==> src/rtl/wb_irqctrl.sv <==
// Wishbone-slave interrupt controller: latches up to 32 sources into PENDING, masks them
// and drives irq_o plus a lowest-index-first VECTOR. Define IRQCTRL_SYNC_EN to add a 2-flop input synchronizer.
module wb_irqctrl #(
    parameter int NUM_SRC = 8
) (
    input  logic               clk,
    input  logic               reset,
    input  logic               wb_stb_i,
    input  logic               wb_cyc_i,
    output logic               wb_ack_o,
    input  logic               wb_we_i,
    input  logic [31:0]        wb_adr_i,
    input  logic [3:0]         wb_sel_i,
    input  logic [31:0]        wb_dat_i,
    output logic [31:0]        wb_dat_o,
    input  logic [NUM_SRC-1:0] intr_i,
    output logic               irq_o
);

    localparam logic [7:0] ADR_PENDING = 8'h00;
    localparam logic [7:0] ADR_MASK    = 8'h04;
    localparam logic [7:0] ADR_MODE    = 8'h08;
    localparam logic [7:0] ADR_VECTOR  = 8'h0C;
    localparam logic [7:0] ADR_RAW     = 8'h10;

    logic [NUM_SRC-1:0] src;
    logic [NUM_SRC-1:0] src_d;
    logic [NUM_SRC-1:0] pending;
    logic [NUM_SRC-1:0] mask;
    logic [NUM_SRC-1:0] mode;
    logic [NUM_SRC-1:0] edge_det;
    logic [NUM_SRC-1:0] set_v;
    logic [NUM_SRC-1:0] clr_v;
    logic [NUM_SRC-1:0] act;
    logic               ack;
    logic               acc;
    logic               wr;
    logic [4:0]         idx;
    logic [31:0]        vector;
    logic [31:0]        rd_data;
    logic               unused_bits;

    // Byte selects and upper address bits carry no meaning for a full-word register file.
    assign unused_bits = ^{wb_sel_i, wb_adr_i[31:8], wb_dat_i};

`ifdef IRQCTRL_SYNC_EN
    logic [NUM_SRC-1:0] sync_q1;
    logic [NUM_SRC-1:0] sync_q2;

    always_ff @(posedge clk or negedge reset) begin
        if (!reset) begin
            sync_q1 <= '0;
            sync_q2 <= '0;
        end else begin
            sync_q1 <= intr_i;
            sync_q2 <= sync_q1;
        end
    end

    assign src = sync_q2;
`else
    assign src = intr_i;
`endif

    // An access is taken only while ack is low, so each stb&cyc phase gets exactly one ack.
    assign acc      = wb_stb_i & wb_cyc_i & ~ack;
    assign wr       = acc & wb_we_i;
    assign wb_ack_o = wb_stb_i & wb_cyc_i & ack;

    assign edge_det = src & ~src_d;
    assign set_v    = (mode & edge_det) | (~mode & src);
    assign clr_v    = (wr && wb_adr_i[7:0] == ADR_PENDING) ? wb_dat_i[NUM_SRC-1:0] : '0;
    assign act      = pending & mask;

    // NOTE: every always_comb output gets a default first so no path can infer a latch.
    always_comb begin
        idx = '0;
        for (int i = NUM_SRC - 1; i >= 0; i--) begin
            if (act[i]) idx = 5'(i);
        end
    end

    assign vector = (|act) ? {1'b1, 26'b0, idx} : 32'h0;

    always_comb begin
        rd_data = '0;
        case (wb_adr_i[7:0])
            ADR_PENDING: rd_data = 32'(pending);
            ADR_MASK:    rd_data = 32'(mask);
            ADR_MODE:    rd_data = 32'(mode);
            ADR_VECTOR:  rd_data = vector;
            ADR_RAW:     rd_data = 32'(src);
            default:     rd_data = '0;
        endcase
    end

    // NOTE: state is updated with non-blocking assignments so every register sees pre-edge values.
    always_ff @(posedge clk or negedge reset) begin
        if (!reset) begin
            ack      <= 1'b0;
            wb_dat_o <= '0;
            irq_o    <= 1'b0;
            pending  <= '0;
            mask     <= '0;
            mode     <= '1;
            src_d    <= '0;
        end else begin
            ack     <= acc;
            src_d   <= src;
            // Set has priority over a same-cycle write-1-to-clear.
            pending <= set_v | (pending & ~clr_v);
            irq_o   <= |act;
            if (acc) wb_dat_o <= rd_data;
            if (wr && wb_adr_i[7:0] == ADR_MASK) mask <= wb_dat_i[NUM_SRC-1:0];
            if (wr && wb_adr_i[7:0] == ADR_MODE) mode <= wb_dat_i[NUM_SRC-1:0];
        end
    end

endmodule

==> config.mk <==
export PLATFORM = sky130hd
export DESIGN_NAME = wb_irqctrl
export DESIGN_NICKNAME = d
export VERILOG_FILES = /design/src/rtl/wb_irqctrl.sv
export SDC_FILE = /design/constraint.sdc
export NUM_CORES = 1
export LEC_CHECK = 0
export CORE_UTILIZATION = 38
export CTS_BUF_LIST = sky130_fd_sc_hd__clkbuf_8
export DETAILED_ROUTE_END_ITERATION = 10
export GPL_ROUTABILITY_DRIVEN = 0
export GPL_TIMING_DRIVEN = 1
export PLACE_DENSITY_LB_ADDON = 0.2
export SYNTH_ARGS = -nofsm -noshare
export SYNTH_HDL_FRONTEND = slang
export SYNTH_SLANG_ARGS = --single-unit
export TNS_END_PERCENT = 5
==> constraint.sdc <==
create_clock -name clk -period 5.5 [get_ports clk]
set_clock_uncertainty 0.15 [all_clocks]
set_input_delay 0.55 -clock clk [delete_from_list [all_inputs] [get_ports clk]]
set_output_delay 0.55 -clock clk [all_outputs]
set_load 0.05 [all_outputs]
== Word-level counts from Yosys, hierarchy flattened ==
Cells that the tools add are included.

* $add $sub $neg: 0
* Div/mod/pow operators: 0
* Bitwise logic cells: 15
* Shift operators: 0
* $mul: 0
* Multiplexer cells: 11
* Order comparisons: 0
* Equal/unequal tests: 4
* Reductions and logical operators: 5

{| class="wikitable"
|+ Operators with widths
! kind !! number
|-
| 32-bit case mux with 5 select lines || 1
|-
| 8-bit AND || 5
|-
| 32-bit 2-to-1 mux || 1
|-
| 5-bit 2-to-1 mux || 6
|-
| 8-bit inverter || 3
|-
| 8-bit by 4-bit == test with 1-bit output, second input constant || 2
|-
| 8-bit OR || 2
|-
| 8-bit by 3-bit == test with 1-bit output, second input constant || 1
|-
| 8-bit by 5-bit == test with 1-bit output, second input constant || 1
|-
| 8-bit zero test || 1
|-
| 8-bit 2-to-1 mux || 1
|-
| 8-bit OR reduction || 1
|-
| 3-bit 2-to-1 mux || 2
|-
| 1-bit AND || 4
|-
| 1-bit logical AND || 3
|-
| 1-bit inverter || 1
|}

* RAM bits: 0
* Latch bits: 0
* Memories: 0
* Output and inout bits: 34
* Input port bits: 81
* Logic and storage cells: 42
* ROM bits: 0
* Register bits: 66

== Longest topological paths before layout ==
Gate-level depths: netlist of the first run.

* Depth in word-level cells: 11
* Mapped depth: 7

== Worst setup path before layout of the first run ==
No wires, ideal clock.

* Kind: input port to flip-flop
* Start: in wb_adr_i[4]
* End: reg mask[0]
* Path buffers: 2
* Data arrival time: 1.721 ns
* Required time: 5.225 ns
* Library setup time: 0.125 ns
* Stages on the path: 5
* Path slack: 3.504 ns
* Cells stage by stage: clkbuf_1 -> nand3b_4 -> or3_1 -> buf_6 -> mux2_4

* Word-level cells in the longest chain between the ends: 2

{| class="wikitable"
|+ RTL lines
! what !! line !! RTL
|-
| start: declaration || 12 || <nowiki>input logic [31:0] wb_adr_i,</nowiki>
|-
| 8-bit by 3-bit == test with 1-bit output || 114 || <nowiki>if (wr && wb_adr_i[7:0] == ADR_MASK) mask <= wb_dat_i[NUM_SRC-1:0];</nowiki>
|-
| 1-bit logical AND || 114 ||
|-
| end signal: assignment || 114 ||
|-
| end: declaration || 29 || <nowiki>logic [NUM_SRC-1:0] mask;</nowiki>
|}

No other way between the ends.
A chain may end at the register's enable or synchronous reset.

== Worst setup path after layout of the first run ==
* Start: in wb_stb_i
* End: out wb_ack_o

* Word-level cells in the longest chain between the ends: 2

{| class="wikitable"
|+ RTL lines
! what !! line !! RTL
|-
| start: declaration || 8 || <nowiki>input logic wb_stb_i,</nowiki>
|-
| 1-bit AND (2 in series) || 68 || <nowiki>assign wb_ack_o = wb_stb_i & wb_cyc_i & ack;</nowiki>
|-
| end: declaration || 10 || <nowiki>output logic wb_ack_o,</nowiki>
|}

No other way between the ends.

==> results.md, run 1 <==
* Via count at 1567
* Synth warnings at 0
* CP Max Fanout at 2
* Routed WL per cell at 15.2 um
* Core area at 5570 sq um
* Max Root-Sink Buffers at 2
* Worst-path clk slew at 0.08 ns
* Routed wire length at 4.62 mm
* Fin crit period at 2.73 ns
* Critical path destination: wb_ack_o
* Worst vdd ir at 129 uV
* Root buf cell: clkbuf_8
* Critical path's top delay family: buffers and inverters
* Reg2Reg Setup Slack at 3.47 ns
* Port bufs at 39
* CTS tree: yes
* Area grow syn2layout at 21.9%
* All-Layer GR Usage at 0.157
* RR Startpoint: ack
* Setup-failing EPs final at 0
* Syn_area_per_cell at 11.6 sq um
* Post-CTS setup repair buffer count at 0
* DR vias/cell at 5.14
* Vias in the first global route at 1422
* Setup ws final at 2.77 ns
* Pins over their slew limit at 0
* CP peak stage delay at 0.79 ns
* Nets at 313
* Slew @ Worst Pin at 0.929 ns
* Cell mode on critical path: clkdlybuf4s50_1
* RSZ-0062 raised after global routing: false
* Worst Path Buf+Inv at 2
* Starting density of the core at 0.400
* Synth Cell Area at 2230 sq um
* Largest net degree at the start of global routing at 44
* Final HPWL from detailed placement at 3.30 mm
* Number of synthesized flops with an enable pin at 0
* Startpoint type of the worst setup path: input port
* DRC Markers at 0
* Rel. slew slack at 0.381
* Layout cell share with drive strength beyond 1 at 0.167
* Placed Cells incl. Taps at 297
* CTS sink cnt at 43
* Beginning of the critical path: wb_stb_i
* CP Depth at 3
* Status: complete, no violations
* Overall Power at 0.711 mW
* DIE AREA at 6180 sq um
* Die width at 78.6 um
* Dpl ws at 2.52 ns
* H-tree level count at 2
* Critical path data arrival time at 2.03 ns
* Cts bufs inserted at 5
* Power Dens Cells at 261 nW/um^2
* Antenna diodes at 0
* R2R Path End: mask[6]
* Pleak at 1.18 nW
* Worst path cell trace: clkdlybuf4s50_1 -> and3_1 -> clkdlybuf4s50_1
* Sw Ratio at 0.248
* Die Ht at 78.6 um
* Hold-fix buffers, CTS at 0
* Setup_tns at 0 ns
* Final Hold Vio Count at 0
* Hold slack at 0.241 ns
* CP max-delay cell: clkdlybuf4s50_1
* Async set-reset flop share out of synthesis at 1.00
* Critical Path RT at 4.80 ns
* Fill count at 520
* #FFs+latches synth at 43
* Cells on worst reg2reg path at 5
* Synth cell types at 40
* DR pass1 iterations at 4
* Clock share of power at 0.397
* Initial antenna violation count at 0
* Max-cap violations at 0
* Antenna viol nets, final at 0
* Row Count at 27
* Non-Filler Instances at 305
* Area occupied by registers at 1090 sq um
* Worst-Skew Late Latency at 0.29 ns
* Post-CTS Resized at 0
* First-pass GRT wire length at 7.16 mm
* Combinational power share at 0.143
* # IOs at 115
* Number of DRC markers in iteration 0 at 58
* Post-Synthesis Cells at 192
* Post-synthesis sequential area ratio at 0.487
* Reg power frac at 0.460
* Highest clock rate at 366 MHz
* Final worst path period share at 0.496
* GR Overflow Total at 0
* Min-delay worst type: input port to async pin
* Post-synth top flop: dfrtp_1
* P_int at 0.534 mW
* CP Capture Type: primary output
* Multi-input combinational cell area at 1020 sq um
* Crit Path Category: input port to primary output
* Psw at 0.177 mW
==> per-layer routing <==
metal  vias up  share of wire  track usage
li1        740              -            -
met1       759           0.48        0.221
met2        60           0.45        0.233
met3         8          0.056       0.0384
met4         0          0.014       0.0556
met5         -              0            0
==> stage by stage <==
stage               utilization  area [sq um]
floorplan                     -          2310
global placement          0.464          2590
detailed placement        0.464          2590
CTS                       0.488          2720
global route              0.488          2720
finish                    0.488          2720
==> cells in the mapped netlist (3+ instances only) <==
library cell | instances | area share
a21oi_1 | 3 | 0.0067
a22o_1 | 16 | 0.063
a22oi_1 | 7 | 0.024
and3_1 | 4 | 0.011
buf_4 | 23 | 0.077
dfrtp_1 | 35 | 0.39
dfstp_2 | 8 | 0.094
mux2_2 | 8 | 0.040
mux2_4 | 8 | 0.054
mux2i_1 | 8 | 0.036
nand2_1 | 23 | 0.039
nand3_1 | 3 | 0.0067
nor2b_1 | 3 | 0.0084
o21ai_0 | 5 | 0.011
o22ai_1 | 6 | 0.017
==> cell type report <==
class | instances | area share
sequential | 43 | 0.399
multi-input combinational | 141 | 0.374
timing repair buffer | 39 | 0.142
tap | 72 | 0.0331
clock buffer | 5 | 0.0253
clock inverter | 3 | 0.0235
inverter | 2 | 0.00276
==> worst min path at each step <==
stage	start	end	slack, ns	cells past startpoint
detailed placement	wb_dat_o[31]	wb_dat_o[31]	0.32	2
CTS	reset	src_d[2]	0.28	1
global placement	wb_dat_o[1]	wb_dat_o[1]	0.31	2
floorplan	reset	ack	0.10	0
global route	reset	src_d[5]	0.31	1
finish	reset	src_d[2]	0.24	1
==> registers in the layout, indices dropped and copies added (netlist names) <==
register	cells
mode	8
mask	8
pending	8
src_d	8
irq_o	1
ack	1
wb_dat_o	9
==> power groups by stage <==
stage	combinational, mW	sequential [mW]	clock, mW
2_1_floorplan	0.0680	0.338	0
3_3_place_gp	0.101	0.333	0
3_5_place_dp	0.102	0.333	0
4_1_cts	0.102	0.327	0.290
5_1_grt	0.108	0.327	0.305
6_report	0.102	0.327	0.282
==> logic make-up (layout without fill, tap and decap cells) <==
group | count (synthesis) | in the layout | share of synthesized area
AOI/OAI and AO/OA | 47 | 47 | 0.159
buffers and inverters | 30 | 49 | 0.0937
DFF | 43 | 43 | 0.487
muxes | 24 | 24 | 0.130
other | 1 | 23 | 0.00168
and+or+nand+nor | 47 | 47 | 0.128
==> cell usage in the layout, fill, tap and decap left out, types with 7 or more instances in the layout <==
cell / count
mux2_2: 8
mux2i_1: 8
dfrtp_1: 35
a22oi_1: 7
dfstp_2: 8
clkdlybuf4s50_1: 38
mux2_4: 8
a22o_1: 16
conb_1: 23
nand2_1: 23
(Power assumes the default switching activity.)
==> run 2, diff against run 1 <==
- CORE_UTILIZATION: 38 -> 37
- clock period: 5.5 -> 2.45 ns (I/O delays scaled with it)
==> run 2 against run 1 <==
Against the previous run:
- total power rose by 110%
- critical path depth rose by 3
- worst setup slack got worse by 2.3 ns
- non-clock buffer count rose by 10
- core utilization rose by 0.39 points
- routed wire length rose by 0.91%
- global-route usage rose by 0.75 points
- sequential share of layout area fell by 0.79 points
- critical path type is now input port to register
- critical endpoint is now mode[1]
- largest power group unchanged
- highest routed layer unchanged
==> results.md, run 2 (synthesis results as in run 1) <==
* Most frequent cells in the layout: clkdlybuf4s50_1 (37), dfrtp_1 (35), nand2_1 (23), conb_1 (23), a22o_1 (16)
* All-Layer GR Usage at 0.165
* Crit Path Category: input port to register
* Rel. slew slack at 0.378
* Hold Crit Depth at 1
* Initial antenna violation count at 0
* Die Ht at 79.6 um
* Highest clock rate at 498 MHz
* Setup-failing EPs final at 0
* Starting density of the core at 0.395
* Post-CTS setup repair buffer count at 0
* Port bufs at 39
* Final HPWL from detailed placement at 3.46 mm
* GR Overflow Total at 0
* Max-cap violations at 0
* DRC Markers at 0
* Status: complete, no violations
* Final Hold Vio Count at 0
* Cells on worst reg2reg path at 6
* Vias in the first global route at 1526
* First-pass GRT wire length at 7.63 mm
* CTS tree: yes
* # IOs at 115
* Reg with most FFs: wb_dat_o
* Pins over their slew limit at 0
* Core area at 5640 sq um
* Final worst path period share at 0.820
* Row Count at 27
* Die width at 79.6 um
* Layout cell share with drive strength beyond 1 at 0.206
* H-tree level count at 2
* Routed WL per cell at 14.8 um
* Min-delay worst type: input port to register
* Startpoint type of the worst setup path: input port
* RSZ-0062 raised after global routing: false
* Area grow syn2layout at 24.4%
* Root buf cell: clkbuf_8
* DR pass1 iterations at 4
* DIE AREA at 6340 sq um
* Power Dens Cells at 548 nW/um^2
* Fill count at 527
* DR vias/cell at 5.09
* Reg2Reg Setup Slack at 0.61 ns
* R2R Path End: mask[0]
* Nets at 323
* Post-layout util at 0.492
* Antenna viol nets, final at 0
* Commonest non-fill, non-tap cell in the layout: clkdlybuf4s50_1
* Worst-Skew Late Latency at 0.30 ns
* Cts bufs inserted at 5
* Antenna diodes at 0
* RR Startpoint: ack
* Number of DRC markers in iteration 0 at 88
* Pleak at 1.21 nW
* Critical path data arrival time at 2.09 ns
* Critical Path RT at 2.53 ns
* Fin crit period at 2.01 ns
* Slew @ Worst Pin at 0.934 ns
* Via count at 1602
* CP Capture Type: register
* Routed wire length at 4.67 mm
* Worst-path clk slew at 0.08 ns
* Setup_tns at 0 ns
* Hold path start: intr_i[4]
* Max Root-Sink Buffers at 2
* Worst vdd ir at 327 uV
* CP Max Fanout at 8
* Max reg flops at 9
* Worst hold path endpoint: src_d[4]
* CTS sink cnt at 43
* Largest net degree at the start of global routing at 44
==> run 2: cell types whose count changed in the layout (fill, tap and decap cells not counted), sizes merged <==
cell,change
bufinv,-1
clkdlybuf4s50,-1
inv,-1
buf,+10
clkinv,+2
dlygate4sd3,+1
==> run 2: repair_timing <==
action                                 CTS  global route
endpoints found under the hold margin   35             0
resized for setup                        0             0
hold buffers                             1             0
==> run 2: worst max path at each step <==
stage | start | endpoint | depth (start not counted)
6_report | wb_adr_i[5] | mode[1] | 6
5_1_grt | wb_adr_i[5] | mode[1] | 6
4_1_cts | wb_adr_i[5] | mode[1] | 6
2_1_floorplan | ack | mask[0] | 6
3_3_place_gp | wb_adr_i[5] | mode[6] | 6
3_5_place_dp | wb_adr_i[5] | mode[1] | 6
==> run 2: stage by stage <==
step	power, mW	setup slack, ns	area (sq um)	instances	hold slack [ns]
2_1_floorplan	0.912	0.701	2310	214	-0.201
3_3_place_gp	0.982	0.107	2650	306	0.291
3_5_place_dp	0.983	0.117	2650	306	0.296
4_1_cts	1.54	0.421	2770	315	0.286
5_1_grt	1.59	0.305	2770	315	0.294
6_report	1.52	0.441	2770	315	0.290
==> run 2: cell type report <==
type | instances | area, sq um | area share
Timing Repair Buffer | 49 | 460 | 0.166
Clock inverter | 3 | 43.8 | 0.0158
Inverter | 2 | 7.51 | 0.00271
Multi-Input combinational cell | 141 | 1020 | 0.367
Tap cell | 72 | 90.1 | 0.0325
Clock buffer | 5 | 68.8 | 0.0248
Sequential cell | 43 | 1090 | 0.392
==> run 2: worst max-delay path, cell delays in order <==
cell and delay [ns]:
clkdlybuf4s50_1 0.46, nor3_4 0.30, and2_1 0.20, and3_1 0.24, nand3_2 0.28, mux2_2 0.36
==> run 2: power breakdown <==
part | total [mW] | leakage (nW) | internal (mW) | switching (mW)
Clock | 0.551 | 0.0581 | 0.304 | 0.248
Sequential | 0.734 | 0.508 | 0.726 | 0.00772
Combinational | 0.236 | 0.648 | 0.0767 | 0.159
Total | 1.52 | 1.21 | 1.11 | 0.415
==> run 2: routing by layer <==
layer  track usage  wire length (um)  up-vias
met5             0                 0        -
met1         0.229              2200      771
li1              -                 -      765
met2         0.252              2110       61
met4        0.0600                55        0
met3        0.0320               303        5
